**src/rtl/sysex_patch_dump_pkg.sv**
```systemverilog
// rtl/sysex_patch_dump_pkg.sv - FSM/bank types, osc offset table and framing bytes for the patch dump
package sysex_patch_dump_pkg;

   typedef enum logic [3:0] {
      IDLE, HDR, SETUP, STROBE, CAPTURE, SEND, NEXT, TRL, FIN
   } state_t;

   typedef enum logic [1:0] {BANK_OSC, BANK_COM, BANK_M1, BANK_M2} bank_t;

   // What SEND returns to once the byte has been taken
   typedef enum logic [1:0] {PH_HDR, PH_PAR, PH_TRL} phase_t;

   localparam logic [7:0] SOX        = 8'hF0;
   localparam logic [7:0] EOX        = 8'hF7;
   localparam int         OSC_PARAMS = 10;
   localparam int         COM_SIZE   = 15;

   function automatic logic [3:0] osc_offset(input logic [3:0] idx);
      case (idx)
         4'd0:    osc_offset = 4'd2;
         4'd1:    osc_offset = 4'd3;
         4'd2:    osc_offset = 4'd4;
         4'd3:    osc_offset = 4'd7;
         4'd4:    osc_offset = 4'd10;
         4'd5:    osc_offset = 4'd11;
         4'd6:    osc_offset = 4'd12;
         4'd7:    osc_offset = 4'd13;
         4'd8:    osc_offset = 4'd14;
         default: osc_offset = 4'd15;
      endcase
   endfunction

endpackage

```
**src/rtl/sysex_patch_dump_adr_seq.sv**
```systemverilog
// rtl/sysex_patch_dump_adr_seq.sv - walks osc, com, m1, m2 parameter addresses in dump order
module patch_adr_seq
   import sysex_patch_dump_pkg::*;
#(
   parameter int V_OSC = 4
) (
   input  logic       sCLK_XVXENVS,
   input  logic       reset_reg_N,
   input  logic       clear,
   input  logic       step,
   output bank_t      bank,
   output logic [6:0] adr,
   output logic       last,
   output logic       last_all
);

   localparam logic [2:0] OSC_LAST = 3'(V_OSC - 1);
   localparam logic [6:0] MTX_LAST = 7'(V_OSC * 16 - 1);
   localparam logic [3:0] OFS_LAST = 4'(OSC_PARAMS - 1);
   localparam logic [6:0] COM_LAST = 7'(COM_SIZE - 1);

   bank_t      bank_q;
   logic [2:0] osc_n;
   logic [3:0] ofs_idx;
   logic [6:0] lin;

   always_ff @(posedge sCLK_XVXENVS or negedge reset_reg_N) begin
      if (!reset_reg_N) begin
         bank_q  <= BANK_OSC;
         osc_n   <= '0;
         ofs_idx <= '0;
         lin     <= '0;
      end else if (clear) begin
         bank_q  <= BANK_OSC;
         osc_n   <= '0;
         ofs_idx <= '0;
         lin     <= '0;
      end else if (step) begin
         if (last) begin
            // m2 wraps back to osc so the sequencer is ready for the next dump
            bank_q  <= bank_t'(bank_q + 2'd1);
            osc_n   <= '0;
            ofs_idx <= '0;
            lin     <= '0;
         end else if (bank_q == BANK_OSC) begin
            if (ofs_idx == OFS_LAST) begin
               ofs_idx <= '0;
               osc_n   <= osc_n + 3'd1;
            end else begin
               ofs_idx <= ofs_idx + 4'd1;
            end
         end else begin
            lin <= lin + 7'd1;
         end
      end
   end

   always_comb begin
      last = 1'b0;
      adr  = lin;
      case (bank_q)
         BANK_OSC: begin
            last = (osc_n == OSC_LAST) && (ofs_idx == OFS_LAST);
            adr  = {osc_n, osc_offset(ofs_idx)};
         end
         BANK_COM: begin
            last = (lin == COM_LAST);
            adr  = lin + 7'd1;
         end
         default: begin
            last = (lin == MTX_LAST);
            adr  = lin;
         end
      endcase
   end

   assign bank     = bank_q;
   assign last_all = last && (bank_q == BANK_M2);

endmodule

```
**src/rtl/sysex_patch_dump.sv**
```systemverilog
// rtl/sysex_patch_dump.sv - reads every patch parameter over the parameter bus and streams it to MIDI
// Define SYSEX_FRAME_EN to wrap the dump in F0 MFR_ID DEV_ID ... F7.
module sysex_patch_dump
   import sysex_patch_dump_pkg::*;
#(
   parameter int         V_OSC  = 4,
   parameter logic [7:0] MFR_ID = 8'h7D,
   parameter logic [7:0] DEV_ID = 8'h00
) (
   input  logic       sCLK_XVXENVS,
   input  logic       reset_reg_N,
   input  logic       start,
   output logic       busy,
   output logic       done,
   output logic [6:0] adr,
   output logic       osc_sel,
   output logic       com_sel,
   output logic       m1_sel,
   output logic       m2_sel,
   output logic       read,
   output logic       sysex_data_patch_send,
   input  logic [7:0] data,
   output logic [7:0] tx_data,
   output logic       tx_valid,
   input  logic       tx_ready
);

   state_t     state, state_nxt;
   phase_t     phase, phase_nxt;
   logic [1:0] hdr_idx, hdr_idx_nxt;
   logic [7:0] tx_byte, tx_byte_nxt;
   logic       seq_clear, seq_step;
   bank_t      seq_bank;
   logic [6:0] seq_adr;
   logic       seq_last, seq_last_all;
   logic       bus_act;

   patch_adr_seq #(.V_OSC(V_OSC)) u_seq (
      .sCLK_XVXENVS (sCLK_XVXENVS),
      .reset_reg_N  (reset_reg_N),
      .clear        (seq_clear),
      .step         (seq_step),
      .bank         (seq_bank),
      .adr          (seq_adr),
      .last         (seq_last),
      .last_all     (seq_last_all)
   );

   always_ff @(posedge sCLK_XVXENVS or negedge reset_reg_N) begin
      if (!reset_reg_N) begin
         state   <= IDLE;
         phase   <= PH_PAR;
         hdr_idx <= '0;
         tx_byte <= '0;
      end else begin
         state   <= state_nxt;
         phase   <= phase_nxt;
         hdr_idx <= hdr_idx_nxt;
         tx_byte <= tx_byte_nxt;
      end
   end

   always_comb begin
      state_nxt   = state;
      phase_nxt   = phase;
      hdr_idx_nxt = hdr_idx;
      tx_byte_nxt = tx_byte;
      seq_clear   = 1'b0;
      seq_step    = 1'b0;
      case (state)
         IDLE: begin
            if (start) begin
               seq_clear   = 1'b1;
               hdr_idx_nxt = 2'd0;
               phase_nxt   = PH_PAR;
`ifdef SYSEX_FRAME_EN
               state_nxt   = HDR;
`else
               state_nxt   = SETUP;
`endif
            end
         end
         HDR: begin
            phase_nxt = PH_HDR;
            case (hdr_idx)
               2'd0:    tx_byte_nxt = SOX;
               2'd1:    tx_byte_nxt = MFR_ID;
               default: tx_byte_nxt = DEV_ID;
            endcase
            state_nxt = SEND;
         end
         SETUP:   state_nxt = STROBE;
         STROBE:  state_nxt = CAPTURE;
         CAPTURE: begin
            // MIDI data bytes are 7-bit; bit 7 would read as a status byte
            tx_byte_nxt = data & 8'h7F;
            phase_nxt   = PH_PAR;
            state_nxt   = SEND;
         end
         SEND: begin
            if (tx_ready) begin
               case (phase)
                  PH_HDR: begin
                     if (hdr_idx == 2'd2) begin
                        state_nxt = SETUP;
                     end else begin
                        hdr_idx_nxt = hdr_idx + 2'd1;
                        state_nxt   = HDR;
                     end
                  end
                  PH_PAR:  state_nxt = NEXT;
                  default: state_nxt = FIN;
               endcase
            end
         end
         NEXT: begin
            seq_step = 1'b1;
            if (seq_last_all) begin
`ifdef SYSEX_FRAME_EN
               state_nxt = TRL;
`else
               state_nxt = FIN;
`endif
            end else begin
               state_nxt = SETUP;
            end
         end
         TRL: begin
            tx_byte_nxt = EOX;
            phase_nxt   = PH_TRL;
            state_nxt   = SEND;
         end
         FIN:     state_nxt = IDLE;
         default: state_nxt = IDLE;
      endcase
   end

   // Address and select stay on the bus while a captured parameter waits in SEND
   assign bus_act = (state == SETUP) || (state == STROBE) || (state == CAPTURE) ||
                    ((state == SEND) && (phase == PH_PAR));

   assign adr     = bus_act ? seq_adr : 7'd0;
   assign osc_sel = bus_act && (seq_bank == BANK_OSC);
   assign com_sel = bus_act && (seq_bank == BANK_COM);
   assign m1_sel  = bus_act && (seq_bank == BANK_M1);
   assign m2_sel  = bus_act && (seq_bank == BANK_M2);
   assign read    = (state == STROBE) || (state == CAPTURE);

   assign tx_valid = (state == SEND);
   assign tx_data  = tx_valid ? tx_byte : 8'h00;

   assign busy                  = (state != IDLE) && (state != FIN);
   assign sysex_data_patch_send = (state != IDLE) && (state != FIN);
   assign done                  = (state == FIN);

endmodule

```
**config.mk**
```make
export PLATFORM = sky130hd
export DESIGN_NAME = sysex_patch_dump
export DESIGN_NICKNAME = d
export VERILOG_FILES = /design/src/rtl/sysex_patch_dump_pkg.sv /design/src/rtl/sysex_patch_dump_adr_seq.sv /design/src/rtl/sysex_patch_dump.sv
export SDC_FILE = /design/constraint.sdc
export NUM_CORES = 1
export LEC_CHECK = 0
export CORE_UTILIZATION = 40
export CTS_CLUSTER_SIZE = 24
export DETAILED_ROUTE_END_ITERATION = 10
export PLACE_DENSITY = 0.69
export SETUP_SLACK_MARGIN = 0.1
export SLEW_MARGIN = 20
export SYNTH_ARGS = -nofsm -noshare
export SYNTH_HDL_FRONTEND = slang
export SYNTH_SLANG_ARGS = --single-unit
```
**constraint.sdc**
```tcl
create_clock -name sCLK_XVXENVS -period 3.25 [get_ports sCLK_XVXENVS]
set_input_delay 0.65 -clock sCLK_XVXENVS [delete_from_list [all_inputs] [get_ports sCLK_XVXENVS]]
set_output_delay 0.65 -clock sCLK_XVXENVS [all_outputs]
set_load 0.05 [all_outputs]
```
## After elaboration in Yosys (flattened, before gate mapping)

Memories as Yosys holds them, arrays and structs flattened.
Index checks and enable logic that the tools add are counted.
Widths: inputs -> output; s select.

| word-level totals | value |
|---|---|
| register bits | 32 |
| memory bits (read-only) | 64 |
| bits of input ports | 12 |
| output and inout bits | 24 |
| logic and storage cells | 109 |
| memories | 1 |

Memory list:

| name | words | bits a word | rd ports | clocked after memory_dff | wr ports | RTL line | RTL |
|---|---|---|---|---|---|---|---|
| (no name shown) | 16 | 4 | 1 | 0 | 0 | sysex_patch_dump_pkg.sv:19 | `case (idx)` |

| cells by class | value |
|---|---|
| add/sub/neg operators | 5 |
| equality and inequality tests | 24 |
| muxes and demuxes | 39 |
| reduce and logical (&&, ||, !) cells | 32 |

Operators by type and width:

| cell | count |
|---|---|
| $mux 7 | 5 |
| $mux 4 | 8 |
| $pmux 4 s6 | 1 |
| $pmux 8 s3 | 1 |
| $mux 2 | 9 |
| $eq 4x3->1 const B | 4 |
| $pmux 8 s2 | 1 |
| $mux 3 | 5 |
| $pmux 7 s2 | 1 |
| $reduce_and 2->1 | 5 |
| $reduce_bool 3->1 | 3 |
| $eq 4x2->1 const B | 2 |
| $eq 4x4->1 const B | 2 |
| $logic_and 1x1->1 | 8 |
| $mux 8 | 1 |
| $pmux 2 s4 | 1 |
| $pmux 4 s2 | 1 |
| $reduce_bool 4->1 | 2 |
| $add 7x1->7 const B | 1 |
| $eq 7x4->1 const B | 1 |
| $eq 7x6->1 const B | 1 |
| $eq 2x1->1 const B | 3 |
| $eq 2x2->1 const B | 3 |
| $logic_not 2->1 | 3 |
| other kinds (18) | 28 |

## Logic depth before layout (Yosys ltp)

| depth | value |
|---|---|
| depth in word-level cells | 6 |
| gate-level depth with buffers | 8 |
| mapped depth without buffers | 7 |

## Cells and area by module

A second synthesis with hierarchy kept.

| unflattened totals | value |
|---|---|
| cell total of the unflattened synthesis | 303 |
| area total of the unflattened synthesis | 2587.5 um2 |

By module, submodules not included:

| module | instances | cells each | area an instance (um2) | seq. area each (um2) |
|---|---|---|---|---|
| patch_adr_seq | 1 | 151 | 1346.3 | 400.4 |
| sysex_patch_dump | 1 | 152 | 1241.2 | 401.6 |

## Least setup slack after synthesis

Ideal clock, no wire load.

| timing path | value |
|---|---|
| path kind | reg-to-output |
| start point | register u_seq.bank_q[0] (netlist: u_seq.bank[0]) |
| end point | output port adr[0] |
| arrival | 2482 ps |
| required time | 2600 ps |
| slack | 118 ps |
| cell stages (with the launch flop) | 8 |
| path buffers | 1 |
| cell sequence | dfrtp_1 inv_1 ha_1 clkbuf_1 o21ai_0 a31oi_1 nor3_1 a211oi_1 |

| on the way | value |
|---|---|
| word-level cells in the longest chain between the ends | 3 |
| elaborated cells on any way between the ends | 4 |
| those cells by class | eq/ne: 1; mux: 2; reduce/logical: 1 |

Ends and longest elaborated chain:

| item | RTL line | RTL |
|---|---|---|
| start, declared | sysex_patch_dump_adr_seq.sv:22 | `bank_t bank_q;` |
| start signal, assigned | sysex_patch_dump_adr_seq.sv:41 | `bank_q <= bank_t'(bank_q + 2'd1);` |
| $eq 2x1->1 or $logic_not 2->1 (tied branches) | sysex_patch_dump_adr_seq.sv:61 | `case (bank_q)` |
| $pmux 7 s2 * | sysex_patch_dump_adr_seq.sv:61 |  |
| $mux 7 * | sysex_patch_dump.sv:142 | `assign adr = bus_act ? seq_adr : 7'd0;` |
| end, declared | sysex_patch_dump.sv:15 | `output logic [6:0] adr,` |

Every way passes the cells marked *; elsewhere a longest branch is shown, timed or not.

## Worst setup path in the final report

| timing path | value |
|---|---|
| start point | register state[1] |
| end point | output port read |

| on the way | value |
|---|---|
| word-level cells in the longest chain between the ends | 2 |
| elaborated cells on any way between the ends | 3 |
| those cells by class | eq/ne: 2; reduce/logical: 1 |

Ends and longest elaborated chain:

| item | RTL line | RTL |
|---|---|---|
| start, declared | sysex_patch_dump.sv:28 | `state_t state, state_nxt;` |
| start signal, assigned | sysex_patch_dump.sv:56 | `state <= state_nxt;` |
| $eq 4x2->1 or $eq 4x3->1 (tied branches) | sysex_patch_dump.sv:147 | `assign read = (state == STROBE) \|\| (state == CAPTURE);` |
| $logic_or 1x1->1 * | sysex_patch_dump.sv:147 |  |
| end, declared | sysex_patch_dump.sv:20 | `output logic read,` |

Marks and branches as above.

==> impl_table.tex <==
\begin{tabular}{lr}
\hline
Metric & Value \\
\hline
\multicolumn{2}{l}{\textbf{CTS}} \\
Maximum level of the CTS H-tree & 2 \\
Buffer type at the clock tree root & sky130\_fd\_sc\_hd\_\_clkbuf\_8 \\
Clk sinks & 32 \\
Worst-skew pair later-pin latency & 0.28 ns \\
Max clock buf depth & 2 \\
Setup fix buffers added after clock tree synthesis & 0 \\
Resize count post-CTS & 0 \\
Clock buffers created by TritonCTS & 5 \\
Hold-fix buffer count after cts & 0 \\
TritonCTS clock tree & done \\
Clock transition at the registers of the reported paths & 0.07 ns \\
\multicolumn{2}{l}{\textbf{Drt}} \\
Vias after detailed routing & 2321 \\
Remaining antenna violation count after routing & 0 \\
TritonRoute pass-1 iters & 5 \\
Number of design-rule violations left by the first detailed-router iteration & $\sim$150 \\
Post-detailed-route DRC marker count & 0 \\
Post-detailed-route wirelength per cell & 15.7 µm \\
Via density & 5.89 \\
Sum of routed wire length over all layers & 6.19 mm \\
\multicolumn{2}{l}{\textbf{Worst setup path}} \\
Cell at the slowest stage of the critical path & sky130\_fd\_sc\_hd\_\_clkdlybuf4s50\_1 \\
Type of element capturing the critical path & output port \\
CP startpoint kind & register \\
Worst setup path class & reg2out \\
Crit path largest cell delay & 0.82 ns \\
Required time worst endpoint & between 2 and 3 ns \\
Data arrival at the endpoint of the critical path & 2.29 ns \\
Critical-path maximum fanout & 12 \\
Combined buffer and inverter count along the critical path & 1 \\
Slack of the worst reg-to-reg path & 0.50 ns \\
Largest delay share family, worst path & buffers and inverters \\
Sequence of cells on the critical path & nor2b\_1, nand2\_1, a21oi\_1, clkdlybuf4s50\_1 \\
\multicolumn{2}{l}{\textbf{Global route}} \\
Initial antenna violation count & 0 \\
Aggregate global-route resource usage & 0.205 \\
Largest net degree at the start of global routing & 33 \\
Gr ovfl total & 0 \\
First-pass GRT wire length & 10.1 mm \\
Vias in the first global route & 2043 \\
\multicolumn{2}{l}{\textbf{Placement}} \\
Number of port buffers & 34 \\
Final weighted congestion of routability-driven global placement & a little under 0.9 \\
Detailed placer's ending HPWL & 4.43 mm \\
\multicolumn{2}{l}{\textbf{Timing}} \\
Minimum period implied by the final worst setup slack & 2.94 ns \\
Summed negative setup slack over all endpoints & 0 ns \\
Number of setup violations in the final report & 0 \\
Final Max Slew Viols & 0 \\
Setup repair after global routing missed its margin & no \\
Max transition margin & 0.598 \\
Fin. Hold Viols & 0 \\
Tcrit/Tclk final & 0.906 \\
Upper clock frequency limit & between 300 and 400 MHz \\
Measured slew at the worst slew-check pin & 0.597 ns \\
Setup Skew & just over 0.008 ns \\
\multicolumn{2}{l}{\textbf{Yosys}} \\
Post-synth cell types & just under 60 \\
Net Count, Synth & 317 \\
Most used flip-flop cell after synthesis & sky130\_fd\_sc\_hd\_\_dfrtp\_1 \\
Share of the yosys chip area belonging to registers & 0.329 \\
Average cell area after synthesis & around 8.4 µm² \\
Summed instance area of the synthesized netlist & 2440 µm² \\
Gate count after technology mapping & between 200 and 300 \\
Ys async rst share & 1.00 \\
Post-synthesis register bit count & 32 \\
Count of flip-flops with a built-in enable after synthesis & 0 \\
Count of yosys warnings during synthesis & 0 \\
\multicolumn{2}{l}{\textbf{Cells and area}} \\
Final antenna diode count & 0 \\
Fraction of layout instances using a drive strength above 1 & 0.144 \\
Post-layout nets & 345 \\
Area Growth Syn to Fin & 19.7\% \\
\multicolumn{2}{l}{\textbf{Hold path}} \\
Type of the worst min-delay path & reg2reg \\
\multicolumn{2}{l}{\textbf{Flow run}} \\
\# Max-Cap Violations & 0 \\
\multicolumn{2}{l}{\textbf{Floorplan}} \\
Core ar. & 5920 µm² \\
Core Rows & 28 \\
Number of ports placed on the die boundary & 36 \\
Die X & roughly 80 µm \\
Starting density of the core & 0.412 \\
Die Span Y & roughly 80 µm \\
Die area & 6420 µm² \\
\multicolumn{2}{l}{\textbf{Power and ir drop}} \\
Leakage power summed over all cells & 1.35 nW \\
Worst vdd rail ir drop & 0.581 mV \\
Total power draw & 2.89 mW \\
Power density over the cells & just under 1000 nW/µm² \\
\multicolumn{2}{l}{\textbf{Status}} \\
Outcome & complete, no violations \\
\hline
\end{tabular}
## metrics by stage
stage	utilization	instances	instance area, µm²	hold slack [ns]	worst slack [ns]
after global placement	0.478	386	2830	0.489	0.618
after CTS	0.493	394	2920	0.518	0.311
final	0.493	394	2920	0.514	0.305
after global routing	0.493	394	2920	0.542	0.138
after detailed placement	0.478	386	2830	0.499	0.553
after floorplan	-	290	2440	0.354	0.118
## cells by family (layout without fill, tap and decap cells)
kind of cell / count (synthesis) / count (layout) / synth area share
AND/OR/NAND/NOR: 102 / 102 / 0.222
AO/OA/AOI/OAI: 92 / 92 / 0.264
buffers and inverters: 44 / 73 / 0.0856
flip-flops: 32 / 32 / 0.329
adder cells (fa/ha/maj): 15 / 15 / 0.0769
multiplexers: 5 / 5 / 0.0226
## layer usage
layer,share of wire,vias up,global-route usage
met1,0.48,1103,0.307
li1,-,1120,-
met2,0.45,87,0.298
met5,0,-,0
met4,0.018,0,0.0661
met3,0.052,11,0.0307
## sequential cells by signal (all words and copies together), names as in the netlist
| register | flops |
|---|---|
| tx_byte | 8 |
| u_seq.bank | 2 |
| hdr_idx | 2 |
| u_seq.osc_n | 3 |
| u_seq.lin | 7 |
| phase | 2 |
| state | 4 |
| u_seq.ofs_idx | 4 |
## layout make-up
class                      count  area (µm²)
fill                         576        3000
multi-input combinational    214        1430
sequential                    32         802
timing repair buffer          43         408
inverter                      22        95.1
tap                           75        93.8
clock buffer                   6        82.6
clock inverter                 2        10.0
## report_power, final
group	switching, mW	internal [mW]	leakage (nW)
sequential	0.168	0.551	0.411
clock	0.154	0.169	0.0510
combinational	1.15	0.695	0.885
total	1.47	1.41	1.35
## synthesized netlist by cell type, types with 4 or more instances
cell / instances / area (µm²)
sky130_fd_sc_hd__buf_2: 4 / 20.0
sky130_fd_sc_hd__and2_1: 5 / 31.3
sky130_fd_sc_hd__nand3_1: 8 / 40.0
sky130_fd_sc_hd__nand2_1: 22 / 82.6
sky130_fd_sc_hd__o21ai_0: 21 / 105
sky130_fd_sc_hd__or3_1: 4 / 25.0
sky130_fd_sc_hd__o22ai_1: 4 / 25.0
sky130_fd_sc_hd__mux2i_1: 4 / 40.0
sky130_fd_sc_hd__a21oi_1: 18 / 90.1
sky130_fd_sc_hd__a21o_1: 5 / 37.5
sky130_fd_sc_hd__nor3_1: 11 / 55.1
sky130_fd_sc_hd__inv_1: 21 / 78.8
sky130_fd_sc_hd__nor2_1: 25 / 93.8
sky130_fd_sc_hd__o32ai_1: 4 / 35.0
sky130_fd_sc_hd__clkbuf_1: 13 / 48.8
sky130_fd_sc_hd__ha_1: 15 / 188
sky130_fd_sc_hd__a31oi_1: 5 / 31.3
sky130_fd_sc_hd__o211a_1: 4 / 40.0
sky130_fd_sc_hd__dfrtp_1: 31 / 776
## layout by cell type (no fill, tap or decap), drive strengths merged, types with 5 or more instances in the layout
| cell | netlist | routed |
|---|---|---|
| dfrtp | 31 | 31 |
| clkdlybuf4s50 | 0 | 14 |
| nor2 | 25 | 25 |
| and2 | 5 | 5 |
| nand3 | 8 | 8 |
| a21o | 5 | 5 |
| inv | 21 | 21 |
| nand2 | 22 | 22 |
| ha | 15 | 15 |
| a21oi | 19 | 19 |
| nor3 | 11 | 11 |
| clkbuf | 13 | 6 |
| a31oi | 5 | 5 |
| buf | 9 | 29 |
| o21ai | 21 | 21 |
## path summary, 6_finish.rpt
check / start / end / depth (start not counted)
max: state[1] / read / 4
min reg2reg: tx_byte[3] / tx_byte[3] / 2
max reg2reg: u_seq.bank[1] / u_seq.osc_n[0] / 8
min: tx_byte[3] / tx_byte[3] / 2
max in group asynchronous: reset_reg_N / phase[0] / 2
min in group asynchronous: reset_reg_N / u_seq.lin[3] / 2
## worst reg2reg max path, cell delays in order, from the launching register on
cell and delay, ns:
sky130_fd_sc_hd__dfrtp_1 0.40, sky130_fd_sc_hd__inv_1 0.11, sky130_fd_sc_hd__ha_1 0.40, sky130_fd_sc_hd__ha_1 0.32, sky130_fd_sc_hd__nor4b_1 0.48, sky130_fd_sc_hd__o2111ai_1 0.29
sky130_fd_sc_hd__buf_4 0.26, sky130_fd_sc_hd__a21oi_1 0.25, sky130_fd_sc_hd__o22ai_1 0.13
Power figures use the tool's default switching activity.
